File: src/rtl/sram_ctrl_pkg.sv
// sram_ctrl_pkg: shared types and pin-idle levels
// for the Wishbone-to-async-SRAM bridge.
package sram_ctrl_pkg;

  typedef enum logic [2:0] {
    S_IDLE,
    S_READ,
    S_WR_SETUP,
    S_WR_PULSE,
    S_WR_HOLD,
    S_DONE
  } sram_state_t;

  localparam logic SRAM_IDLE_CE_N = 1'b1;
  localparam logic SRAM_IDLE_OE_N = 1'b1;
  localparam logic SRAM_IDLE_WE_N = 1'b1;

endpackage

File: src/rtl/sram_controller.sv
// sram_controller: Wishbone B4 classic slave driving an
// async SRAM with a fixed-timing FSM and registered pins.
module sram_controller
  import sram_ctrl_pkg::*;
#(
  parameter int DATA_WIDTH      = 32,
  parameter int ADDR_WIDTH      = 32,
  parameter int SRAM_ADDR_WIDTH = 20,
  parameter int SRAM_DATA_WIDTH = 32,
  parameter int WAIT_CYCLES     = 0
) (
  input  logic                         clk,
  input  logic                         reset,
  input  logic                         wb_cyc_i,
  input  logic                         wb_stb_i,
  input  logic                         wb_we_i,
  input  logic [ADDR_WIDTH-1:0]        wb_adr_i,
  input  logic [DATA_WIDTH-1:0]        wb_dat_i,
  input  logic [DATA_WIDTH/8-1:0]      wb_sel_i,
  output logic                         wb_ack_o,
  output logic [DATA_WIDTH-1:0]        wb_dat_o,
  output logic [SRAM_ADDR_WIDTH-1:0]   sram_addr,
  input  logic [SRAM_DATA_WIDTH-1:0]   sram_data_i,
  output logic [SRAM_DATA_WIDTH-1:0]   sram_data_o,
  output logic                         sram_data_oe,
  output logic                         sram_ce_n,
  output logic                         sram_oe_n,
  output logic                         sram_we_n,
  output logic [SRAM_DATA_WIDTH/8-1:0] sram_be_n
);

  localparam int BW = SRAM_DATA_WIDTH / 8;
  localparam int CW =
    (WAIT_CYCLES > 0) ? $clog2(WAIT_CYCLES + 1) : 1;
  localparam logic [CW-1:0] W_LAST = CW'(WAIT_CYCLES);

  sram_state_t                r_state, w_state;
  logic [CW-1:0]              r_cnt, w_cnt;
  logic [SRAM_ADDR_WIDTH-1:0] r_addr, w_addr;
  logic [SRAM_DATA_WIDTH-1:0] r_dout, w_dout;
  logic [DATA_WIDTH-1:0]      r_rdata, w_rdata;
  logic [BW-1:0]              r_be_n, w_be_n;
  logic                       r_doe, w_doe;
  logic                       r_ce_n, w_ce_n;
  logic                       r_oe_n, w_oe_n;
  logic                       r_we_n, w_we_n;

  logic w_req;
  logic w_last;
  logic w_unused;

  assign w_req  = wb_cyc_i & wb_stb_i;
  assign w_last = (r_cnt == W_LAST);

  // Word addressing: byte offset and upper bits drop out.
  assign w_unused = ^{wb_adr_i[ADDR_WIDTH-1:SRAM_ADDR_WIDTH+2],
                      wb_adr_i[1:0]};

  // Next-state and next-pin values; every register holds by default.
  always_comb begin
    w_state = r_state;
    w_cnt   = r_cnt;
    w_addr  = r_addr;
    w_dout  = r_dout;
    w_rdata = r_rdata;
    w_be_n  = r_be_n;
    w_doe   = r_doe;
    w_ce_n  = r_ce_n;
    w_oe_n  = r_oe_n;
    w_we_n  = r_we_n;
    unique case (r_state)
      S_IDLE: begin
        if (w_req) begin
          w_addr = wb_adr_i[SRAM_ADDR_WIDTH+1:2];
          w_be_n = ~wb_sel_i;
          w_dout = wb_dat_i;
          w_ce_n = 1'b0;
          w_cnt  = '0;
          unique case (1'b1)
            wb_we_i: begin
              w_state = S_WR_SETUP;
              w_doe   = 1'b1;
              w_we_n  = SRAM_IDLE_WE_N;
            end
            default: begin
              w_state = S_READ;
              w_oe_n  = 1'b0;
            end
          endcase
        end
      end
      S_READ: begin
        if (w_last) begin
          w_rdata = sram_data_i;
          w_oe_n  = SRAM_IDLE_OE_N;
          w_ce_n  = SRAM_IDLE_CE_N;
          w_be_n  = '1;
          w_state = S_DONE;
        end else begin
          w_cnt = r_cnt + CW'(1);
        end
      end
      S_WR_SETUP: begin
        w_we_n  = 1'b0;
        w_cnt   = '0;
        w_state = S_WR_PULSE;
      end
      S_WR_PULSE: begin
        if (w_last) begin
          w_we_n  = SRAM_IDLE_WE_N;
          w_state = S_WR_HOLD;
        end else begin
          w_cnt = r_cnt + CW'(1);
        end
      end
      S_WR_HOLD: begin
        w_doe   = 1'b0;
        w_ce_n  = SRAM_IDLE_CE_N;
        w_be_n  = '1;
        w_state = S_DONE;
      end
      S_DONE:  w_state = S_IDLE;
      default: w_state = S_IDLE;
    endcase
  end

  // State and SRAM pin registers; reset parks the pins idle at once.
  always_ff @(posedge clk or negedge reset) begin
    if (!reset) begin
      r_state <= S_IDLE;
      r_cnt   <= '0;
      r_addr  <= '0;
      r_dout  <= '0;
      r_rdata <= '0;
      r_be_n  <= '1;
      r_doe   <= 1'b0;
      r_ce_n  <= SRAM_IDLE_CE_N;
      r_oe_n  <= SRAM_IDLE_OE_N;
      r_we_n  <= SRAM_IDLE_WE_N;
    end else begin
      r_state <= w_state;
      r_cnt   <= w_cnt;
      r_addr  <= w_addr;
      r_dout  <= w_dout;
      r_rdata <= w_rdata;
      r_be_n  <= w_be_n;
      r_doe   <= w_doe;
      r_ce_n  <= w_ce_n;
      r_oe_n  <= w_oe_n;
      r_we_n  <= w_we_n;
    end
  end

  // Ack only while the master still owns the cycle.
  assign wb_ack_o     = (r_state == S_DONE) & wb_cyc_i;
  assign wb_dat_o     = r_rdata;
  assign sram_addr    = r_addr;
  assign sram_data_o  = r_dout;
  assign sram_data_oe = r_doe;
  assign sram_ce_n    = r_ce_n;
  assign sram_oe_n    = r_oe_n;
  assign sram_we_n    = r_we_n;
  assign sram_be_n    = r_be_n;

endmodule

File: config.mk
export PLATFORM = sky130hd
export DESIGN_NAME = sram_controller
export DESIGN_NICKNAME = d
export VERILOG_FILES = /design/src/rtl/sram_ctrl_pkg.sv /design/src/rtl/sram_controller.sv
export SDC_FILE = /design/constraint.sdc
export NUM_CORES = 1
export LEC_CHECK = 0
export ABC_AREA = 1
export CORE_ASPECT_RATIO = 2
export CORE_MARGIN = 2
export CORE_UTILIZATION = 45
export CTS_BUF_LIST = sky130_fd_sc_hd__clkbuf_8
export DETAILED_ROUTE_END_ITERATION = 6
export DONT_BUFFER_PORTS = 1
export PLACE_DENSITY = 0.74
export SYNTH_ARGS = -nofsm -noshare
export SYNTH_HDL_FRONTEND = slang
export SYNTH_SLANG_ARGS = --single-unit
File: constraint.sdc
create_clock -name clk -period 1.2 [get_ports clk]
set_input_delay 0.12 -clock clk [delete_from_list [all_inputs] [get_ports clk]]
set_output_delay 0.12 -clock clk [all_outputs]
set_load 0.02 [all_outputs]
==> flow_summary.ini <==
[die]
die_y_um = 132
die_w_um = 67.9
ios = 198
rows = 46
core_um2 = 7940
initial_utilization = 0.463
dieArea_um2 = 8960

[power_and_ir_drop]
power_mw = 14.3
p_leak_nw = 2.72
irDropWorstVdd_mv = 1.78
power.density_nw_per_um2 = 2660

[sta]
worst_slew_pin_slew_ns = 0.284
whs_ns = -0.552
finalHoldViolations = 95
rsz0062_at_grt = yes
max_freq_ghz = 0.729
slew_headroom = 0.811
fin_ws_ns = -0.172
slew_violations = 0
final.min_clock_period_ns = 1.37
fin_worst_skew_ns = 0.0120
finalSetupTns_ns = -9.35
setup_viol = 91
timing.final.crit_share = 1.14

[synthesis]
yosys_warnings = 0
ys_async_sr_fraction = 1.00
yosysTopAreaCell = dfrtp_1
yosys.cell_types.count = 19
synth_area_leaders = dfrtp_1 60%, nand2_1 28%, dfstp_2 5.0%
synthCells = 419
synth_edf_count = 0
yosysSeqAreaShare = 0.648
ys_ff_latch = 95
synth_area_per_cell_um2 = 8.78
synth_ff_type = dfrtp_1
synth.most_common_cell = nand2_1
ys_top_cells_by_count = 274 x nand2_1, 88 x dfrtp_1, 10 x buf_2
syn_area_um2 = 3680
syn_nets = 524
synth_top_area_share = 0.598

[cts]
clockBufferDepth = 2
cts_tree = yes
clock-sinks = 95
hold_buffers = 89
htreeDepth = 3
numCtsBuffers = 9
cts_root_buffer = clkbuf_8
worstSkewPairLatency_ns = 0.35
path_clk_slew_ns = 0.10

[setup_path]
cp-start-kind = flop
endpoint_kind = flop
crit_fanout = 5
cp_cell_sequence = inv_2, nand2_2, buf_4, nor2_4, buf_12, clkbuf_16, nand2_1, nand2_1
crit_type = reg -> reg
cp_data_arrival_time_ns = 1.66
cpMaxStageDelayCell = dfrtp_1
crit_required_ns = 1.49
r2r_cells = 8
r2r_slack_ns = -0.17
reg2reg_to = wb_dat_o[17]
crit_top_cell = nand2_1
r2r_start = r_state[1]
max_stage_delay_ns = 0.41

[place]
hpwlAfterDp_mm = 5.79
dp_cells = 510
portBuffers = 0
gp_congestion = 0.842

[route]
routed_wl_mm = 11.0
routedWlPerCell_um = 17.5
first_pass_iters = 4
num_vias = 3297
route.detailed.drc = 0
viasPerCell = 5.23
drt_iter0_drc = 197
drtAntennaViolNets = 0

[min_path]
hp-class = in -> async

[global_route]
grt_max_degree = 96
grt_overflow = 0
track_usage = 0.221
grt_pass1_wl_mm = 15.0
antenna_found_initial = 0
grt_pass1_vias = 3184

[finish]
diodes = 0
nets = 635
layout.cells.non_filler = 630
final_layout_size_suffix_gt1_frac = 0.170
area_growth_pct = 45.8

[outcome]
violations = hold timing, setup timing
status = finished with violations

[run]
drv_cap = 0
worst max-delay path by stage:
stage                           from      endpoint  slack (ns)  cells past startpoint
after floorplan           r_state[0]  sram_addr[0]       0.005                      6
after global placement    r_state[1]  wb_dat_o[26]       -0.05                      6
after detailed placement  r_state[1]  wb_dat_o[10]       -0.11                      6
after CTS                 r_state[1]      wb_ack_o       -0.17                      5
after global routing      r_state[1]  wb_dat_o[17]       -0.24                      8
final                     r_state[1]  wb_dat_o[17]       -0.17                      8
sequential cells by signal (all words and copies together), names as in the netlist:
register and flops:
sram_data_o 32, sram_be_n 4, wb_dat_o 32, sram_we_n 1, r_state 3, sram_addr 20, sram_data_oe 1, sram_ce_n 1
sram_oe_n 1
metal layers:
metal	GRT usage	up-vias	wire (um)
met5	0	-	0
met4	0.107	0	322
met3	0.0487	29	728
met2	0.403	169	6470
met1	0.221	1612	3520
li1	-	1487	-
per-stage QoR:
step / instance area (um^2) / worst slack [ns] / hold slack [ns] / utilization
6_report: 5370 / -0.172 / -0.552 / 0.675
5_1_grt: 5370 / -0.244 / -0.580 / 0.675
4_1_cts: 5020 / -0.165 / -0.568 / 0.632
3_5_place_dp: 3820 / -0.110 / -0.174 / 0.480
3_3_place_gp: 3820 / -0.0484 / -0.174 / 0.480
2_1_floorplan: 3680 / 0.00458 / -0.176 / -
placed cells by master (no fill, tap or decap), types with 2 or more instances in the layout:
master	n
nor2_4	4
dfstp_2	7
clkbuf_16	5
clkinv_8	2
inv_1	6
buf_8	2
nor2_1	2
dlygate4sd3_1	89
inv_2	2
buf_4	9
dfrtp_1	86
clkbuf_8	11
buf_6	3
nand3_4	2
inv_6	3
nor2_2	2
nand2_1	251
dfrtp_2	2
nand3_1	5
clkinvlp_4	2
buf_12	6
nand2_2	23
o21ai_1	2
area by class of cell:
cell class	count	area (um^2)
Inverter	10	62.6
Sequential cell	95	2390
Timing Repair inverter	3	28.8
Clock buffer	11	151
Fill cell	553	2580
Clock inverter	4	53.8
Timing Repair Buffer	115	1290
Tap cell	96	120
Multi-Input combinational cell	296	1260
cells by family (layout without fill, tap and decap cells):
family,Yosys count,after routing,synth area share
compound gates,4,4,0.00612
buf+inv,28,143,0.0391
flops,95,95,0.648
simple gates,292,292,0.306
report_power, final:
part	switching (mW)	internal, mW	total, mW	leakage, nW
Sequential	3.05	4.75	7.80	1.17
Combinational	2.37	1.95	4.32	1.46
Clock	1.06	1.07	2.14	0.0980
critical path, delay by kind of cell, from the launching register on:
| kind | cells | cell delay (ns) |
|---|---|---|
| buffers and inverters | 4 | 0.53 |
| DFF | 1 | 0.41 |
| and+or+nand+nor | 4 | 0.38 |
what timing repair did:
item / 4_1_cts / 5_1_grt
endpoints found under the hold margin: 186 / 95
gates cloned: 1 / 9
buffers inserted: 3 / 4
pin swaps: 1 / 8
endpoints found under the setup margin: 69 / 95
resized for setup: 18 / 49
Note: power is estimated with default switching activity, not from simulation.
